`src/rtl/nonce_sweep_controller.sv`:
```
// Nonce sweep controller: walks a nonce range through an external SHA core and
// reports the first hash below target, range exhaustion, a core timeout or an abort.
module nonce_sweep_controller #(
   parameter  int unsigned WAIT_LIMIT = 1024,
   localparam int unsigned HDR_W      = 408,
   localparam int unsigned NONCE_W    = 32,
   localparam int unsigned HASH_W     = 256,
   localparam int unsigned MSG_W      = HDR_W + NONCE_W
) (
   input  logic               clk,
   input  logic               n_rst,
   input  logic               start,
   input  logic               abort,
   input  logic [HDR_W-1:0]   header_base,
   input  logic [NONCE_W-1:0] nonce_start,
   input  logic [NONCE_W-1:0] nonce_end,
   input  logic [HASH_W-1:0]  target,
   output logic [MSG_W-1:0]   sha_msg,
   output logic               sha_begin,
   input  logic               sha_done,
   input  logic [HASH_W-1:0]  sha_hash,
   output logic               busy,
   output logic               done,
   output logic               found,
   output logic               exhausted,
   output logic               timeout,
   output logic               aborted,
   output logic [NONCE_W-1:0] found_nonce,
   output logic [HASH_W-1:0]  found_hash,
   output logic [NONCE_W-1:0] hash_count
);

   localparam int unsigned WD_W = (WAIT_LIMIT > 2) ? $clog2(WAIT_LIMIT) : 1;
   // Last WAIT cycle: the watchdog would step onto WAIT_LIMIT-1 at this edge.
   localparam logic [WD_W-1:0] WD_LAST = WD_W'(WAIT_LIMIT - 2);

   typedef enum logic [2:0] {IDLE, LOAD, START, WAIT, CHECK, DONE} stateType;

   stateType           state, stateNext;
   logic [HDR_W-1:0]   headerQ, headerNext;
   logic [NONCE_W-1:0] nonceQ, nonceNext;
   logic [NONCE_W-1:0] nonceEndQ, nonceEndNext;
   logic [HASH_W-1:0]  targetQ, targetNext;
   logic [HASH_W-1:0]  hashQ, hashNext;
   logic [WD_W-1:0]    watchdog, watchdogNext;
   logic [MSG_W-1:0]   msgNext;
   logic               beginNext, busyNext, doneNext;
   logic               foundNext, exhaustedNext, timeoutNext, abortedNext;
   logic [NONCE_W-1:0] foundNonceNext;
   logic [HASH_W-1:0]  foundHashNext;
   logic [NONCE_W-1:0] hashCountNext;
   logic               abortHit;

   assign abortHit = abort && (state inside {LOAD, START, WAIT, CHECK});

   // State and registered outputs
   always_ff @(posedge clk) begin
      if (n_rst) begin
         state       <= IDLE;
         headerQ     <= '0;
         nonceQ      <= '0;
         nonceEndQ   <= '0;
         targetQ     <= '0;
         hashQ       <= '0;
         watchdog    <= '0;
         sha_msg     <= '0;
         sha_begin   <= 1'b0;
         busy        <= 1'b0;
         done        <= 1'b0;
         found       <= 1'b0;
         exhausted   <= 1'b0;
         timeout     <= 1'b0;
         aborted     <= 1'b0;
         found_nonce <= '0;
         found_hash  <= '0;
         hash_count  <= '0;
      end else begin
         state       <= stateNext;
         headerQ     <= headerNext;
         nonceQ      <= nonceNext;
         nonceEndQ   <= nonceEndNext;
         targetQ     <= targetNext;
         hashQ       <= hashNext;
         watchdog    <= watchdogNext;
         sha_msg     <= msgNext;
         sha_begin   <= beginNext;
         busy        <= busyNext;
         done        <= doneNext;
         found       <= foundNext;
         exhausted   <= exhaustedNext;
         timeout     <= timeoutNext;
         aborted     <= abortedNext;
         found_nonce <= foundNonceNext;
         found_hash  <= foundHashNext;
         hash_count  <= hashCountNext;
      end
   end

   // Next-state and next-output logic
   always_comb begin
      stateNext      = state;
      headerNext     = headerQ;
      nonceNext      = nonceQ;
      nonceEndNext   = nonceEndQ;
      targetNext     = targetQ;
      hashNext       = hashQ;
      watchdogNext   = watchdog;
      msgNext        = sha_msg;
      beginNext      = 1'b0;
      busyNext       = 1'b0;
      doneNext       = 1'b0;
      foundNext      = found;
      exhaustedNext  = exhausted;
      timeoutNext    = timeout;
      abortedNext    = aborted;
      foundNonceNext = found_nonce;
      foundHashNext  = found_hash;
      hashCountNext  = hash_count;

      if (abortHit) begin
         abortedNext = 1'b1;
         stateNext   = DONE;
      end else begin
         case (state)
            IDLE: begin
               if (start) begin
                  headerNext     = header_base;
                  nonceNext      = nonce_start;
                  nonceEndNext   = nonce_end;
                  targetNext     = target;
                  msgNext        = {header_base, nonce_start};
                  foundNext      = 1'b0;
                  exhaustedNext  = 1'b0;
                  timeoutNext    = 1'b0;
                  abortedNext    = 1'b0;
                  foundNonceNext = '0;
                  foundHashNext  = '0;
                  hashCountNext  = '0;
                  stateNext      = LOAD;
               end
            end
            LOAD: begin
               beginNext = 1'b1;
               stateNext = START;
            end
            START: begin
               watchdogNext = '0;
               stateNext    = WAIT;
            end
            WAIT: begin
               if (sha_done) begin
                  hashNext  = sha_hash;
                  stateNext = CHECK;
               end else if (watchdog == WD_LAST) begin
                  timeoutNext = 1'b1;
                  stateNext   = DONE;
               end else begin
                  watchdogNext = watchdog + WD_W'(1);
               end
            end
            CHECK: begin
               if (hash_count != {NONCE_W{1'b1}}) begin
                  hashCountNext = hash_count + NONCE_W'(1);
               end
               if (hashQ < targetQ) begin
                  foundNext      = 1'b1;
                  foundNonceNext = nonceQ;
                  foundHashNext  = hashQ;
                  stateNext      = DONE;
               end else if (nonceQ == nonceEndQ) begin
                  exhaustedNext = 1'b1;
                  stateNext     = DONE;
               end else begin
                  // Natural 32-bit overflow gives the wrap through 0.
                  nonceNext = nonceQ + NONCE_W'(1);
                  msgNext   = {headerQ, nonceQ + NONCE_W'(1)};
                  stateNext = LOAD;
               end
            end
            DONE: stateNext = IDLE;
            default: stateNext = IDLE;
         endcase
      end

      busyNext = (stateNext != IDLE);
      doneNext = (stateNext == DONE);
   end

endmodule

```
`config.mk`:
```
export PLATFORM = sky130hd
export DESIGN_NAME = nonce_sweep_controller
export DESIGN_NICKNAME = d
export VERILOG_FILES = /design/src/rtl/nonce_sweep_controller.sv
export SDC_FILE = /design/constraint.sdc
export NUM_CORES = 2
export LEC_CHECK = 0
export ABC_AREA = 1
export BUFFER_PORTS_ARGS = -buffer_cell sky130_fd_sc_hd__clkbuf_2
export CAP_MARGIN = 40
export CORE_AREA = 4 4 676 678
export DETAILED_ROUTE_END_ITERATION = 7
export DIE_AREA = 0 0 680 682
export SLEW_MARGIN = 20
export SYNTH_ARGS = -nofsm -noshare
export SYNTH_HDL_FRONTEND = slang
export SYNTH_SLANG_ARGS = --single-unit
```
`constraint.sdc`:
```
create_clock -name clk -period 6.36 [get_ports clk]
set_clock_uncertainty 0.05 [all_clocks]
set_input_delay 0.954 -clock clk [delete_from_list [all_inputs] [get_ports clk]]
set_output_delay 0.954 -clock clk [all_outputs]
set_load 0.01 [all_outputs]
```
==> After elaboration in Yosys (flattened, before gate mapping) <==
Index checks and enable logic that the tools add are counted.
{ "totals": {"reg_bits": 1764, "latchBits": 0, "mem_bits_rw": 0, "rom_bits": 0, "in_bits": 989, "out_inout_bits": 767, "wordCells": 97, "n_memories": 0} }
{ "classes": {"add_sub_neg": 3, "multipliers": 0, "n_div": 0, "magnitude_cmp": 1, "n_eq_ne": 17, "shift": 0, "mux": 38, "n_bitwise": 1, "reduce_logical": 19} }
{ "ops": {"columns": ["cell", "n"], "rows": [
  ["$mux 440", 3],
  ["$pmux 440 s2", 1],
  ["$mux 256", 2],
  ["$pmux 256 s2", 1],
  ["$lt 256x256->1", 1],
  ["$mux 32", 6],
  ["$pmux 32 s2", 3],
  ["$add 32x1->32 const B", 2],
  ["$eq 32x32->1", 1],
  ["$ne 32x32->1 const B", 1],
  ["$mux 10", 2],
  ["$pmux 10 s2", 1],
  ["$mux 3", 6],
  ["$pmux 3 s5", 1],
  ["$reduce_and 5->1", 3],
  ["$reduce_and 4->1", 3],
  ["$add 10x1->10 const B", 1],
  ["$eq 10x10->1 const B", 1],
  ["$ne 2x2->1 const B", 5],
  ["$reduce_bool 2->1", 5],
  ["$mux 1", 9],
  ["$ne 2x1->1 const B", 4],
  ["$eq 3x2->1 const B", 2],
  ["$eq 3x3->1 const B", 2],
  ["10 further kinds", 13]
]} }

==> Longest topological paths before layout <==
{ "logic_depth": {"ltp_word": 6, "depth_mapped": 24, "depth_no_buf": 22} }

==> Least setup slack after synthesis <==
OpenSTA, ideal clock, no wires.
{ "synth_timing": {"path_type": "input to register", "startpoint": "input start", "endpoint": "register hash_count[26]", "setup_ps": 119, "t_arrival_ps": 2319, "t_required_ps": 6191, "path_slack_ps": 3872, "cell_stages": 14, "n_path_buf": 1, "path_cell_list": "inv_1 -> nor2_2 -> nor2_1 -> inv_2 -> nand2_2 -> inv_2 -> nand2_2 -> buf_6 -> clkinv_2 -> nand4_4 -> nor3_4 -> nand4_2 -> nor3b_1 -> nor2_1"} }
{ "synth_via": {"elab_chain_len": 2} }
{ "synth_rtl": {"columns": ["element", "line", "text"], "rows": [
  ["from (decl)", "12", "input logic start,"],
  ["$ne 2x2->1 (no line)", null, null],
  ["$reduce_and 4->1 (no line)", null, null],
  ["to (signal assigned)", "95", "hash_count <= hashCountNext;"],
  ["to (decl)", "30", "output logic [NONCE_W-1:0] hash_count"]
]} }
No other way between the ends.
A chain may end at the register's enable or synchronous reset.

==> Worst setup path after layout <==
{ "layout_timing": {"startpoint": "register targetQ[241]", "endpoint": "register found_hash[222]"} }
{ "layout_via": {"elab_chain_len": 3} }
{ "layout_rtl": {"columns": ["element", "line", "text"], "rows": [
  ["from (decl)", "43", "logic [HASH_W-1:0] targetQ, targetNext;"],
  ["from (signal assigned)", "82", "targetQ <= targetNext;"],
  ["$lt 256x256->1", "165", "if (hashQ < targetQ) begin"],
  ["$ne 2x1->1 (no line)", null, null],
  ["$reduce_and 4->1 (no line)", null, null],
  ["to (signal assigned)", "94", "found_hash <= foundHashNext;"],
  ["to (decl)", "29", "output logic [HASH_W-1:0] found_hash,"]
]} }
No other way between the ends.

==> results.ini <==
[place]
post-dp-hpwl_um = 365000
gp_congestion = 0.985
dpl_cell_area_mm2 = 0.0887
place.port_buffers = 1755

[setup_path]
crit_fanout = 82
worstSetupEndpointType = flop
critPathLaunchType = flop
worstPathRequired_ns = 7.09
setup.worst_path.class = reg -> reg
arrival_ns = 5.64

[route]
routed_wl_um = 447000
first_pass_iters = 7
wl_per_cell_um = 25.0
drt_iter0_markers = 6500
ant_nets = 0
via_per_inst = 4.13
drc = 0
vias = 73864

[logic_synthesis]
ys.flop_type = dfxtp_1
synth_edf_count = 0
netlist-cell-type-count = 49
synthCells = 10230
ys_warn_count = 0
synth_nets = 11478
yosysSeqAreaShare_pct = 46.8
synthArstFlopShare_pct = 0
avgSynthCellArea_um2 = 7.24
syn_area_mm2 = 0.0741
synth-seq-cells = 1732

[layout]
most-common-layout-cells = clkbuf_2, dfxtp_1, nand2_1, o21ai_0, inv_1
areaGrowthSynthToFinish_pct = 30.3
layout-drive-gt1-share_pct = 19.3
multi_input_area_mm2 = 0.0309
layout.nets = 12902
final_area_mm2 = 0.0966
regArea_mm2 = 0.0347
final_common_cell = clkbuf_2
nFillCells = 50833

[cts]
cts_buffers = 217
cts.root.buffer_cell = clkbuf_16
clock-sinks = 1732
insertion_delay_ns = 0.93
hold_buffers = 0
clk_path_buf_depth = 4
ctsResizeCount = 0
clkTransAtPathRegs_ns = 0.08
post_cts_buffers = 0
cts_htree_levels = 4
cts_tree = yes

[timing]
tightest_slew_ns = 1.09
setup_viol = 0
final-hold-violation-count = 0
rsz0062_at_grt = no
slew_viol_final = 0
timing.final.crit_period_ns = 4.91
slew_headroom_pct = 27.4
setup-tns-final_ns = 0
max_freq_ghz = 0.204
period_share_pct = 77.2

[die]
start_util_pct = 16.4
rows = 247
core_mm2 = 0.451
die_area_mm2 = 0.464
die_w_um = 680
die_h_um = 682
pin_count = 1756

[grt]
grt_overflow = 0
antenna_found_initial = 250
first_global_vias = 66764
grt_start_max_net_pins = 225
grt_first_pass_wirelength_um = 585000
grt_usage_pct = 18.3

[power_and_ir_drop]
p_leak_uw = 0.0432
vdd_drop_max_mv = 0.513
power_density_mw_per_mm2 = 475

[status]
status = completed

[worst_hold_path]
hold_class = in -> reg

[flow_run]
drv_cap = 0

registers in the layout, indices dropped and copies added (netlist names), 3 cells and up:
name	flops
state	3
hashQ	256
targetQ	256
headerQ	408
found_hash	256
hash_count	32
watchdog	10
nonceEndQ	32
found_nonce	32
sha_msg	440
path summary, 6_finish.rpt:
| path | endpoint | start | slack, ns | cells past startpoint |
|---|---|---|---|---|
| worst max-delay path | found_hash[222]$_SDFFE_PP0P_ | targetQ[241]$_SDFFE_PP0P_ | 1.45 | 18 |
| worst min-delay path | targetQ[0]$_SDFFE_PP0P_ | target[0] | 0.21 | 3 |
| worst max register to register | found_hash[222]$_SDFFE_PP0P_ | targetQ[241]$_SDFFE_PP0P_ | 1.45 | 18 |
| worst min register to register | headerQ[197]$_SDFFE_PP0P_ | headerQ[197]$_SDFFE_PP0P_ | 0.39 | 2 |
cell families (layout without fill, tap and decap cells):
logic type / Yosys count / in the layout / share of synthesized area [%]
buffers and inverters: 2184 / 3783 / 11.6
multiplexers: 14 / 14 / 0.189
AO/OA/AOI/OAI: 2864 / 2864 / 19.4
flip-flops: 1732 / 1732 / 46.8
XOR/XNOR: 35 / 35 / 0.414
AND/OR/NAND/NOR: 3142 / 3142 / 17.1
adder cells (fa/ha/maj): 259 / 259 / 4.37
other: 0 / 91 / 0
cell type report:
type / count / share of cell area (%)
diodes: 91 / 0.236
clock inverters: 88 / 1.28
repair buffers: 1866 / 10.4
clock buffers: 306 / 6.48
multi-input cells: 6314 / 32.0
well taps: 5976 / 7.74
flip-flops and latches: 1732 / 35.9
inverters: 1523 / 5.95
stage by stage:
stage	power (uW)	util [%]	worst slack, ns	instances	hold slack [ns]
final	45800	21.4	1.45	17896	0.208
after global routing	49300	21.4	1.19	17847	0.159
after CTS	46300	21.3	1.40	17793	0.0917
after detailed placement	32900	19.6	1.43	17399	0.389
after global placement	32500	19.6	0.869	17383	0.383
after floorplan	26100	-	3.87	10230	0.375
per-layer routing:
layer  track usage (%)  routed length (um)  vias to the layer above
met5                 0                 616                        -
met4              7.74               20300                       96
li1                  -                   -                    35658
met1              23.2              189000                    34510
met2              25.6              178000                     2852
met3              9.41               58400                      748
power breakdown:
group          switching (uW)  internal, uW
logic                   13000          4940
registers                1140         13600
clock network            5450          7740
synth_stat cells, types with 32 or more instances:
cell | number | area [um2]
buf_6 | 33 | 372
nand4_1 | 76 | 475
dfxtp_1 | 1732 | 34700
nand3_1 | 346 | 1730
xor2_1 | 32 | 280
clkbuf_1 | 504 | 1890
nor3_1 | 48 | 240
o21ai_0 | 1595 | 7980
inv_1 | 1494 | 5610
a21oi_1 | 1118 | 5600
nand2_1 | 1635 | 6140
o21ai_1 | 118 | 591
nor2_1 | 986 | 3700
buf_2 | 97 | 485
ha_1 | 259 | 3240
critical path, cell delays in order, from the launching register on:
cell and delay [ns]:
dfxtp_1 0.30, inv_1 0.18, ha_1 0.28, nand2_1 0.07
inv_1 0.03, o21ai_1 0.18, a21oi_1 0.09, o21ai_1 0.12
nand3_1 0.41, nor2_1 0.45, nand3_1 0.16, nor2_1 0.34
buf_6 0.21, nand3_2 0.23, buf_4 0.28, nor2_1 0.27
nand2_8 0.40, buf_4 0.43, o21ai_0 0.19
Power figures use the tool's default switching activity.
